<file path="src/rtl/mc_ctrl.sv">
// mc_ctrl: multi-cycle MIPS control unit, Moore FSM with a memory-ready handshake.
// Optional feature: define MC_CTRL_BNE_EN to decode bne (opcode 000101) into state BNE=12.
module mc_ctrl (
    input  logic       clk,
    input  logic       rst,
    input  logic [5:0] opcode,
    input  logic [5:0] funct,
    input  logic       zero,
    input  logic       mem_ready,
    output logic       MemRead,
    output logic       MemWrite,
    output logic       IorD,
    output logic       IRWrite,
    output logic       PCWrite,
    output logic       PCWriteCond,
    output logic [1:0] PCSource,
    output logic       ALUSrcA,
    output logic [1:0] ALUSrc_B,
    output logic       ZeroExt,
    output logic [2:0] ALU_Control,
    output logic       RegDst,
    output logic       MemtoReg,
    output logic       RegWrite,
    output logic       Branch,
    output logic       BranchNE,
    output logic       Jump,
    output logic       retire,
    output logic       illegal,
    output logic [3:0] state
);
    localparam logic [3:0] S_IF   = 4'd0;
    localparam logic [3:0] S_ID   = 4'd1;
    localparam logic [3:0] S_EX_R = 4'd2;
    localparam logic [3:0] S_WB_R = 4'd3;
    localparam logic [3:0] S_MA   = 4'd4;
    localparam logic [3:0] S_MR   = 4'd5;
    localparam logic [3:0] S_WB_L = 4'd6;
    localparam logic [3:0] S_MW   = 4'd7;
    localparam logic [3:0] S_EX_I = 4'd8;
    localparam logic [3:0] S_WB_I = 4'd9;
    localparam logic [3:0] S_BEQ  = 4'd10;
    localparam logic [3:0] S_J    = 4'd11;
`ifdef MC_CTRL_BNE_EN
    localparam logic [3:0] S_BNE  = 4'd12;
    localparam logic [5:0] OP_BNE = 6'b000101;
`endif

    localparam logic [5:0] OP_RTYPE = 6'b000000;
    localparam logic [5:0] OP_LW    = 6'b100011;
    localparam logic [5:0] OP_SW    = 6'b101011;
    localparam logic [5:0] OP_BEQ   = 6'b000100;
    localparam logic [5:0] OP_J     = 6'b000010;
    localparam logic [5:0] OP_ADDI  = 6'b001000;
    localparam logic [5:0] OP_SLTI  = 6'b001010;
    localparam logic [5:0] OP_ANDI  = 6'b001100;
    localparam logic [5:0] OP_ORI   = 6'b001101;

    localparam logic [2:0] ALU_AND = 3'b000;
    localparam logic [2:0] ALU_OR  = 3'b001;
    localparam logic [2:0] ALU_ADD = 3'b010;
    localparam logic [2:0] ALU_XOR = 3'b011;
    localparam logic [2:0] ALU_NOR = 3'b100;
    localparam logic [2:0] ALU_SRL = 3'b101;
    localparam logic [2:0] ALU_SUB = 3'b110;
    localparam logic [2:0] ALU_SLT = 3'b111;

    // Returns {legal, alu_op} for an R-type funct field.
    function automatic logic [3:0] r_decode(input logic [5:0] f);
        case (f)
            6'b100000: r_decode = {1'b1, ALU_ADD};
            6'b100010: r_decode = {1'b1, ALU_SUB};
            6'b100100: r_decode = {1'b1, ALU_AND};
            6'b100101: r_decode = {1'b1, ALU_OR};
            6'b100110: r_decode = {1'b1, ALU_XOR};
            6'b100111: r_decode = {1'b1, ALU_NOR};
            6'b101010: r_decode = {1'b1, ALU_SLT};
            6'b000010: r_decode = {1'b1, ALU_SRL};
            default:   r_decode = {1'b0, ALU_ADD};
        endcase
    endfunction

    logic [3:0] state_q, state_d;
    logic       is_lw_q, is_lw_d;
    logic [2:0] imm_alu_q, imm_alu_d;
    logic       imm_zext_q, imm_zext_d;
    logic [3:0] r_dec;
    logic       unused_zero;

    assign unused_zero = zero;
    assign r_dec       = r_decode(funct);

    // Opcode-derived details are latched in ID so later states do not depend on the IR.
    always_comb begin
        is_lw_d    = (opcode == OP_LW);
        imm_zext_d = (opcode == OP_ANDI) || (opcode == OP_ORI);
        case (opcode)
            OP_SLTI: imm_alu_d = ALU_SLT;
            OP_ANDI: imm_alu_d = ALU_AND;
            OP_ORI:  imm_alu_d = ALU_OR;
            default: imm_alu_d = ALU_ADD;
        endcase
    end

    always_ff @(posedge clk) begin
        if (rst) begin
            state_q <= S_IF;
        end else begin
            state_q <= state_d;
        end
        if (state_q == S_ID) begin
            is_lw_q    <= is_lw_d;
            imm_alu_q  <= imm_alu_d;
            imm_zext_q <= imm_zext_d;
        end
    end

    always_comb begin
        state_d = S_IF;
        case (state_q)
            S_IF: state_d = mem_ready ? S_ID : S_IF;
            S_ID: begin
                case (opcode)
                    OP_RTYPE:                          state_d = r_dec[3] ? S_EX_R : S_IF;
                    OP_LW, OP_SW:                      state_d = S_MA;
                    OP_BEQ:                            state_d = S_BEQ;
                    OP_J:                              state_d = S_J;
                    OP_ADDI, OP_SLTI, OP_ANDI, OP_ORI: state_d = S_EX_I;
`ifdef MC_CTRL_BNE_EN
                    OP_BNE:                            state_d = S_BNE;
`endif
                    default:                           state_d = S_IF;
                endcase
            end
            S_EX_R:  state_d = S_WB_R;
            S_MA:    state_d = is_lw_q ? S_MR : S_MW;
            S_MR:    state_d = mem_ready ? S_WB_L : S_MR;
            S_MW:    state_d = mem_ready ? S_IF : S_MW;
            S_EX_I:  state_d = S_WB_I;
            default: state_d = S_IF;
        endcase
    end

    // ID only falls back to IF when the instruction cannot be decoded.
    always_comb begin
        MemRead     = 1'b0;
        MemWrite    = 1'b0;
        IorD        = 1'b0;
        IRWrite     = 1'b0;
        PCWrite     = 1'b0;
        PCWriteCond = 1'b0;
        PCSource    = 2'b00;
        ALUSrcA     = 1'b0;
        ALUSrc_B    = 2'b00;
        ZeroExt     = 1'b0;
        ALU_Control = ALU_AND;
        RegDst      = 1'b0;
        MemtoReg    = 1'b0;
        RegWrite    = 1'b0;
        Branch      = 1'b0;
        BranchNE    = 1'b0;
        Jump        = 1'b0;
        retire      = 1'b0;
        illegal     = 1'b0;
        state       = 4'd0;
        if (!rst) begin
            state = state_q;
            case (state_q)
                S_IF: begin
                    MemRead     = 1'b1;
                    ALUSrc_B    = 2'b01;
                    ALU_Control = ALU_ADD;
                    IRWrite     = mem_ready;
                    PCWrite     = mem_ready;
                end
                S_ID: begin
                    ALUSrc_B    = 2'b11;
                    ALU_Control = ALU_ADD;
                    illegal     = (state_d == S_IF);
                    retire      = (state_d == S_IF);
                end
                S_EX_R: begin
                    ALUSrcA     = 1'b1;
                    ALU_Control = r_dec[2:0];
                end
                S_WB_R: begin
                    RegDst   = 1'b1;
                    RegWrite = 1'b1;
                    retire   = 1'b1;
                end
                S_MA: begin
                    ALUSrcA     = 1'b1;
                    ALUSrc_B    = 2'b10;
                    ALU_Control = ALU_ADD;
                end
                S_MR: begin
                    MemRead = 1'b1;
                    IorD    = 1'b1;
                end
                S_WB_L: begin
                    MemtoReg = 1'b1;
                    RegWrite = 1'b1;
                    retire   = 1'b1;
                end
                S_MW: begin
                    MemWrite = 1'b1;
                    IorD     = 1'b1;
                    retire   = mem_ready;
                end
                S_EX_I: begin
                    ALUSrcA     = 1'b1;
                    ALUSrc_B    = 2'b10;
                    ALU_Control = imm_alu_q;
                    ZeroExt     = imm_zext_q;
                end
                S_WB_I: begin
                    RegWrite = 1'b1;
                    retire   = 1'b1;
                end
                S_BEQ: begin
                    ALUSrcA     = 1'b1;
                    ALU_Control = ALU_SUB;
                    PCWriteCond = 1'b1;
                    PCSource    = 2'b01;
                    Branch      = 1'b1;
                    retire      = 1'b1;
                end
                S_J: begin
                    PCWrite  = 1'b1;
                    PCSource = 2'b10;
                    Jump     = 1'b1;
                    retire   = 1'b1;
                end
`ifdef MC_CTRL_BNE_EN
                S_BNE: begin
                    ALUSrcA     = 1'b1;
                    ALU_Control = ALU_SUB;
                    PCWriteCond = 1'b1;
                    PCSource    = 2'b01;
                    BranchNE    = 1'b1;
                    retire      = 1'b1;
                end
`endif
                default: ;
            endcase
        end
    end
endmodule

</file>
<file path="config.mk">
export PLATFORM = sky130hd
export DESIGN_NAME = mc_ctrl
export DESIGN_NICKNAME = d
export VERILOG_FILES = /design/src/rtl/mc_ctrl.sv
export SDC_FILE = /design/constraint.sdc
export NUM_CORES = 1
export LEC_CHECK = 0
export BUFFER_PORTS_ARGS = -buffer_cell sky130_fd_sc_hd__buf_2
export CORE_UTILIZATION = 51
export DETAILED_ROUTE_END_ITERATION = 10
export GPL_ROUTABILITY_DRIVEN = 1
export PLACE_DENSITY = 0.91
export SLEW_MARGIN = 20
export SYNTH_ARGS = -nofsm -noshare
export SYNTH_HDL_FRONTEND = slang
export SYNTH_SLANG_ARGS = --single-unit
</file>
<file path="constraint.sdc">
create_clock -name clk -period 4.8 [get_ports clk]
set_input_delay 0.48 -clock clk [delete_from_list [all_inputs] [get_ports clk]]
set_output_delay 0.48 -clock clk [all_outputs]
set_load 0.01 [all_outputs]
</file>
After elaboration in Yosys (flattened, before gate mapping) --
Index checks and enable logic that the tools add are counted.
Cells by class: eq/ne operators 27, muxes and demuxes 44, reductions and logical operators 13
Operator list (number):
- $eq 6x6->1 const B | 9
- $pmux 4 s8 | 1
- $pmux 4 s7 | 1
- $mux 1 | 27
- $eq 6x4->1 const B | 4
- $pmux 4 s5 | 1
- $eq 4x3->1 const B | 4
- $eq 4x4->1 const B | 4
- $eq 6x2->1 const B | 2
- $pmux 3 s4 | 1
- $mux 2 | 5
- $pmux 3 s3 | 1
- $eq 4x2->1 const B | 2
- $logic_not 4->1 | 2
- $reduce_or 2->1 | 4
- $reduce_or 4->1 | 2
- $eq 6x3->1 const B | 1
- $logic_not 6->1 | 1
- $mux 3 | 2
- $pmux 2 s3 | 1
- $reduce_or 3->1 | 2
- $reduce_or 5->1 | 1
- $eq 4x1->1 const B | 1
- $mux 4 | 1
- other kinds (4) | 4
Storage, ports and cells: flip-flop bits (word level) 9, logic and storage cells 88, output and inout bits 27, bits of input ports 16

Longest topological paths before layout --
depth in word-level cells 8, depth in mapped cells 6, mapped depth without buffers 5

Worst setup path before layout --
No wires, ideal clock.
path kind in2out, start point in funct[3], end point out ALU_Control[2], buffers on the path 0, setup slack 2.628 ns, stages on the path 5, data required time 4.320 ns, arrival time 1.692 ns, path through nor2b_2 -> or3_4 -> a2111oi_4 -> nand3_1 -> a21oi_1
Between the ends: word-level cells in the longest chain between the ends 4, elaborated cells between the ends (all ways) 11, classes of those cells 8 x eq/ne; 3 x mux
Ends and longest elaborated chain:
- start, declared | line 7 | input logic [5:0] funct,
- $eq 6x2->1 or $eq 6x6->1 (tied branches) | line 69 | case (f)
- $pmux 4 s8 (*) | line 69
- $pmux 3 s4 (*) | line 167 | case (state_q)
- $mux 3 (*) | line 165 | if (!rst) begin
- end, declared | line 20 | output logic [2:0] ALU_Control,
Mark *: on every way between the ends. The rest lies on a longest branch, timed or not.

Final worst setup path --
start point reg state_q[0], end point out retire
Between the ends: word-level cells in the longest chain between the ends 5, elaborated cells between the ends (all ways) 17, classes of those cells 11 x eq/ne; 3 x mux; 3 x reduce/logical
Ends and longest elaborated chain:
- start, declared | line 82 | logic [3:0] state_q, state_d;
- start signal, assigned | line 108 | state_q <= state_d;
- $eq 4x4->1 (tied with other cells) | line 119 | case (state_q)
- $pmux 4 s7 | line 119
- $logic_not 4->1 | line 179 | retire = (state_d == S_IF);
- $pmux 1 s3 (*) | line 167
- $mux 1 (*) | line 165
- end, declared | line 27 | output logic retire,
Marked as above.

==> results.md <==
* Worst-path clk slew at 0.06 ns
* Largest net degree at the start of global routing at 22
* Worst setup SP type: register
* Hold Path Depth at 2
* First-pass GRT wire length at 3.79 mm
* Non-Filler Instances at 199
* Hold-fix buffers at CTS at 0
* Total number of vias at 1153
* Postcts setup bufs at 0
* Clock network latency to the later pin of the worst-skew pair at 0.26 ns
* Sequential fraction of the synthesis area at 22.8%
* #FFs+latches synth at 9
* Setup TNS at 0 ns
* Die area at 2160 sq um
* Clock Path Buffers at 2
* Num Clock Sinks at 9
* Share of the synthesized area in the top cell type at 14.9%
* Mapped Nets at 159
* Most numerous cell in the Yosys netlist: nor2_1
* Final ANT Viol Nets at 0
* Sw frac at 32.5%
* Logic pwr share at 27.2%
* Critical R2R Launch: state_q[0]
* Most frequent cells after synthesis: nor2_1 (19), a21oi_1 (12), nor3_1 (11), nand2_1 (10)
* DRT Wirelength at 2.49 mm
* # setup viols final at 0
* Critical path required time at 4.32 ns
* Synth cell types at 47
* Fin. max-slew vios at 0
* Core ar. at 1780 sq um
* NetSw at 66.5 uW
* Post-Syn Area per Cell at 7.07 sq um
* Number of synthesized flops with an enable pin at 5
* Synth Cell Area at 1010 sq um
* Part of the power in registers at 44.3%
* Worst hold-check path type: primary input to register
* Skew final at 0.000924 ns
* CP cell instances: nor4b_2 > and3_1 > o41ai_1 > nand4_1 > a21oi_1 > buf_2
* DRT Pass-1 Iters at 4
* Syn. warnings at 0
* Total CTS buffers at 3
* Slowest CP cell: nor4b_2
* Min Tclk post-route at 2.99 ns
* Tcrit/Tclk final at 62.3%
* Area grow syn2layout at 19.4%
* Asr flop ratio synth at 0%
* Proportion of layout cells with a drive suffix above 1 at 29.3%
* RSZ-0062 raised after global routing: no
* Antenna Cells at 0
* Die height at 46.5 um
* Via/cell ratio at 5.79
* Setup crit start: state_q[0]
* Critical path arrival at 2.51 ns
* Crit path max-delay family: simple AND/OR/NAND/NOR gates
* Final-report hold violation count at 0
* Slew margin rel. at 43.6%
* Die X at 46.5 um
* CTS root buf: clkbuf_4
* CTS-repair resized insts at 0
* Int Pwr at 138 uW
* HP Start: opcode[3]
* Initial Util at 56.7%
* Crit path depth at 6
* Synth area leaders: edfxtp_1 (15%), dfxtp_1 (7.9%), nor2_1 (7.1%), a21oi_1 (5.9%), nor3_1 (5.4%)
* Post-Syn Instances at 143
* Worst Path Buf+Inv at 1
* MaxCap Viol Count at 0
* CP Capture Type: output port
* DRT iter0 DRCs at 29
* Final net count at 191
* Vias in the first global route at 906
* Status: finished, final reports clean
* Initial antenna violation count at 0
* Worst Path Max Fanout at 18
* Clk pwr share at 28.5%
* GRT Util Overall at 24.6%
* Num rows at 15
* Wirelength per Cell at 12.5 um
* Power Density at 169 nW/um^2
* Gr ovfl total at 0
* Reg2reg path depth at 4
* WS Path Type: register to output port
* Port bufs at 40
* H-tree levels at 1
* DR DRC count at 0
* Measured slew at the worst slew-check pin at 0.843 ns
* CP peak stage delay at 0.79 ns
* CTS tree: yes
* Ports at 43
* Upper clock frequency limit at 335 MHz
* Leakage at 0.000533 uW
* GPL Wtd Cong at 0.792
* Prevailing post-synth register cell: edfxtp_1
* Detailed-placement wirelength estimate at 1.85 mm
* Inst Count DP at 195
* Synth area leader: edfxtp_1
* Worst vdd ir at 0.138 mV
-- cell type report --
| class | instances | area [sq um] |
|---|---|---|
| inverters | 6 | 22.5 |
| repair buffers | 40 | 200 |
| clock inverters | 1 | 5.00 |
| fillers | 158 | 576 |
| well taps | 25 | 31.3 |
| flip-flops and latches | 9 | 230 |
| multi-input cells | 115 | 696 |
| clock buffers | 3 | 22.5 |
-- cells by family (layout without fill, tap and decap cells) --
group | count (synthesis) | in the layout | share of synthesized area, %
and+or+nand+nor | 72 | 72 | 37.5
AOI/OAI and AO/OA | 35 | 35 | 24.8
buffers and inverters | 19 | 50 | 8.42
DFF | 9 | 9 | 22.8
xor gates and xnor gates | 6 | 6 | 5.20
other | 1 | 1 | 0.371
muxes | 1 | 1 | 0.990
-- cells in the final DEF, fill, tap and decap left out, types with 2 or more instances in the layout --
cell type | Yosys | layout
nand2_1 | 10 | 10
or2_1 | 2 | 2
nor2_1 | 19 | 19
clkbuf_4 | 0 | 3
nor3_1 | 11 | 11
xor2_1 | 4 | 4
nand2b_1 | 5 | 5
nand4_1 | 3 | 3
a21oi_1 | 12 | 12
o21ai_0 | 6 | 6
a211o_1 | 2 | 2
xnor2_1 | 2 | 2
edfxtp_1 | 5 | 5
nor4_1 | 4 | 4
o41ai_1 | 2 | 2
dfxtp_1 | 4 | 4
buf_2 | 2 | 40
nand3_1 | 6 | 6
nor2b_1 | 3 | 3
inv_1 | 5 | 5
-- power by group through the flow --
stage | Sequential [uW] | Clock [uW] | Combinational (uW)
4_1_cts | 90.5 | 60.5 | 55.0
2_1_floorplan | 87.2 | 0 | 38.5
5_1_grt | 91.3 | 64.2 | 61.5
3_5_place_dp | 92.2 | 0 | 54.6
6_report | 90.6 | 58.3 | 55.7
3_3_place_gp | 92.0 | 0 | 52.4
-- state kept, by name (all words and copies together) (netlist names) --
register,cells
imm_alu_q,3
imm_zext_q,1
is_lw_q,1
state_q,4
-- per-layer routing --
metal / up-vias / part of all wire [%] / GRT usage, %
met1: 519 / 44 / 31.2
met3: 5 / 4.9 / 2.75
met4: 0 / 2.0 / 10.0
met5: - / 0 / 0
met2: 47 / 49 / 41.7
li1: 582 / - / -
-- worst paths after layout --
check                             endpoint  slack [ns]
worst max-delay path                retire        1.81
worst min-delay path               is_lw_q        0.56
worst max register to register  state_q[1]        2.74
worst min register to register  state_q[1]        0.61
-- through the flow --
stage / worst slack [ns] / power, uW / utilization [%] / instance area (sq um) / hold slack, ns
2_1_floorplan: 2.63 / 126 / - / 1010 / 0.553
3_3_place_gp: 2.17 / 144 / 66.2 / 1180 / 0.581
3_5_place_dp: 2.11 / 147 / 66.2 / 1180 / 0.607
4_1_cts: 1.82 / 206 / 67.7 / 1210 / 0.551
5_1_grt: 1.61 / 217 / 67.7 / 1210 / 0.568
6_report: 1.81 / 205 / 67.7 / 1210 / 0.560
No activity file was read; power rests on OpenSTA's default activity.
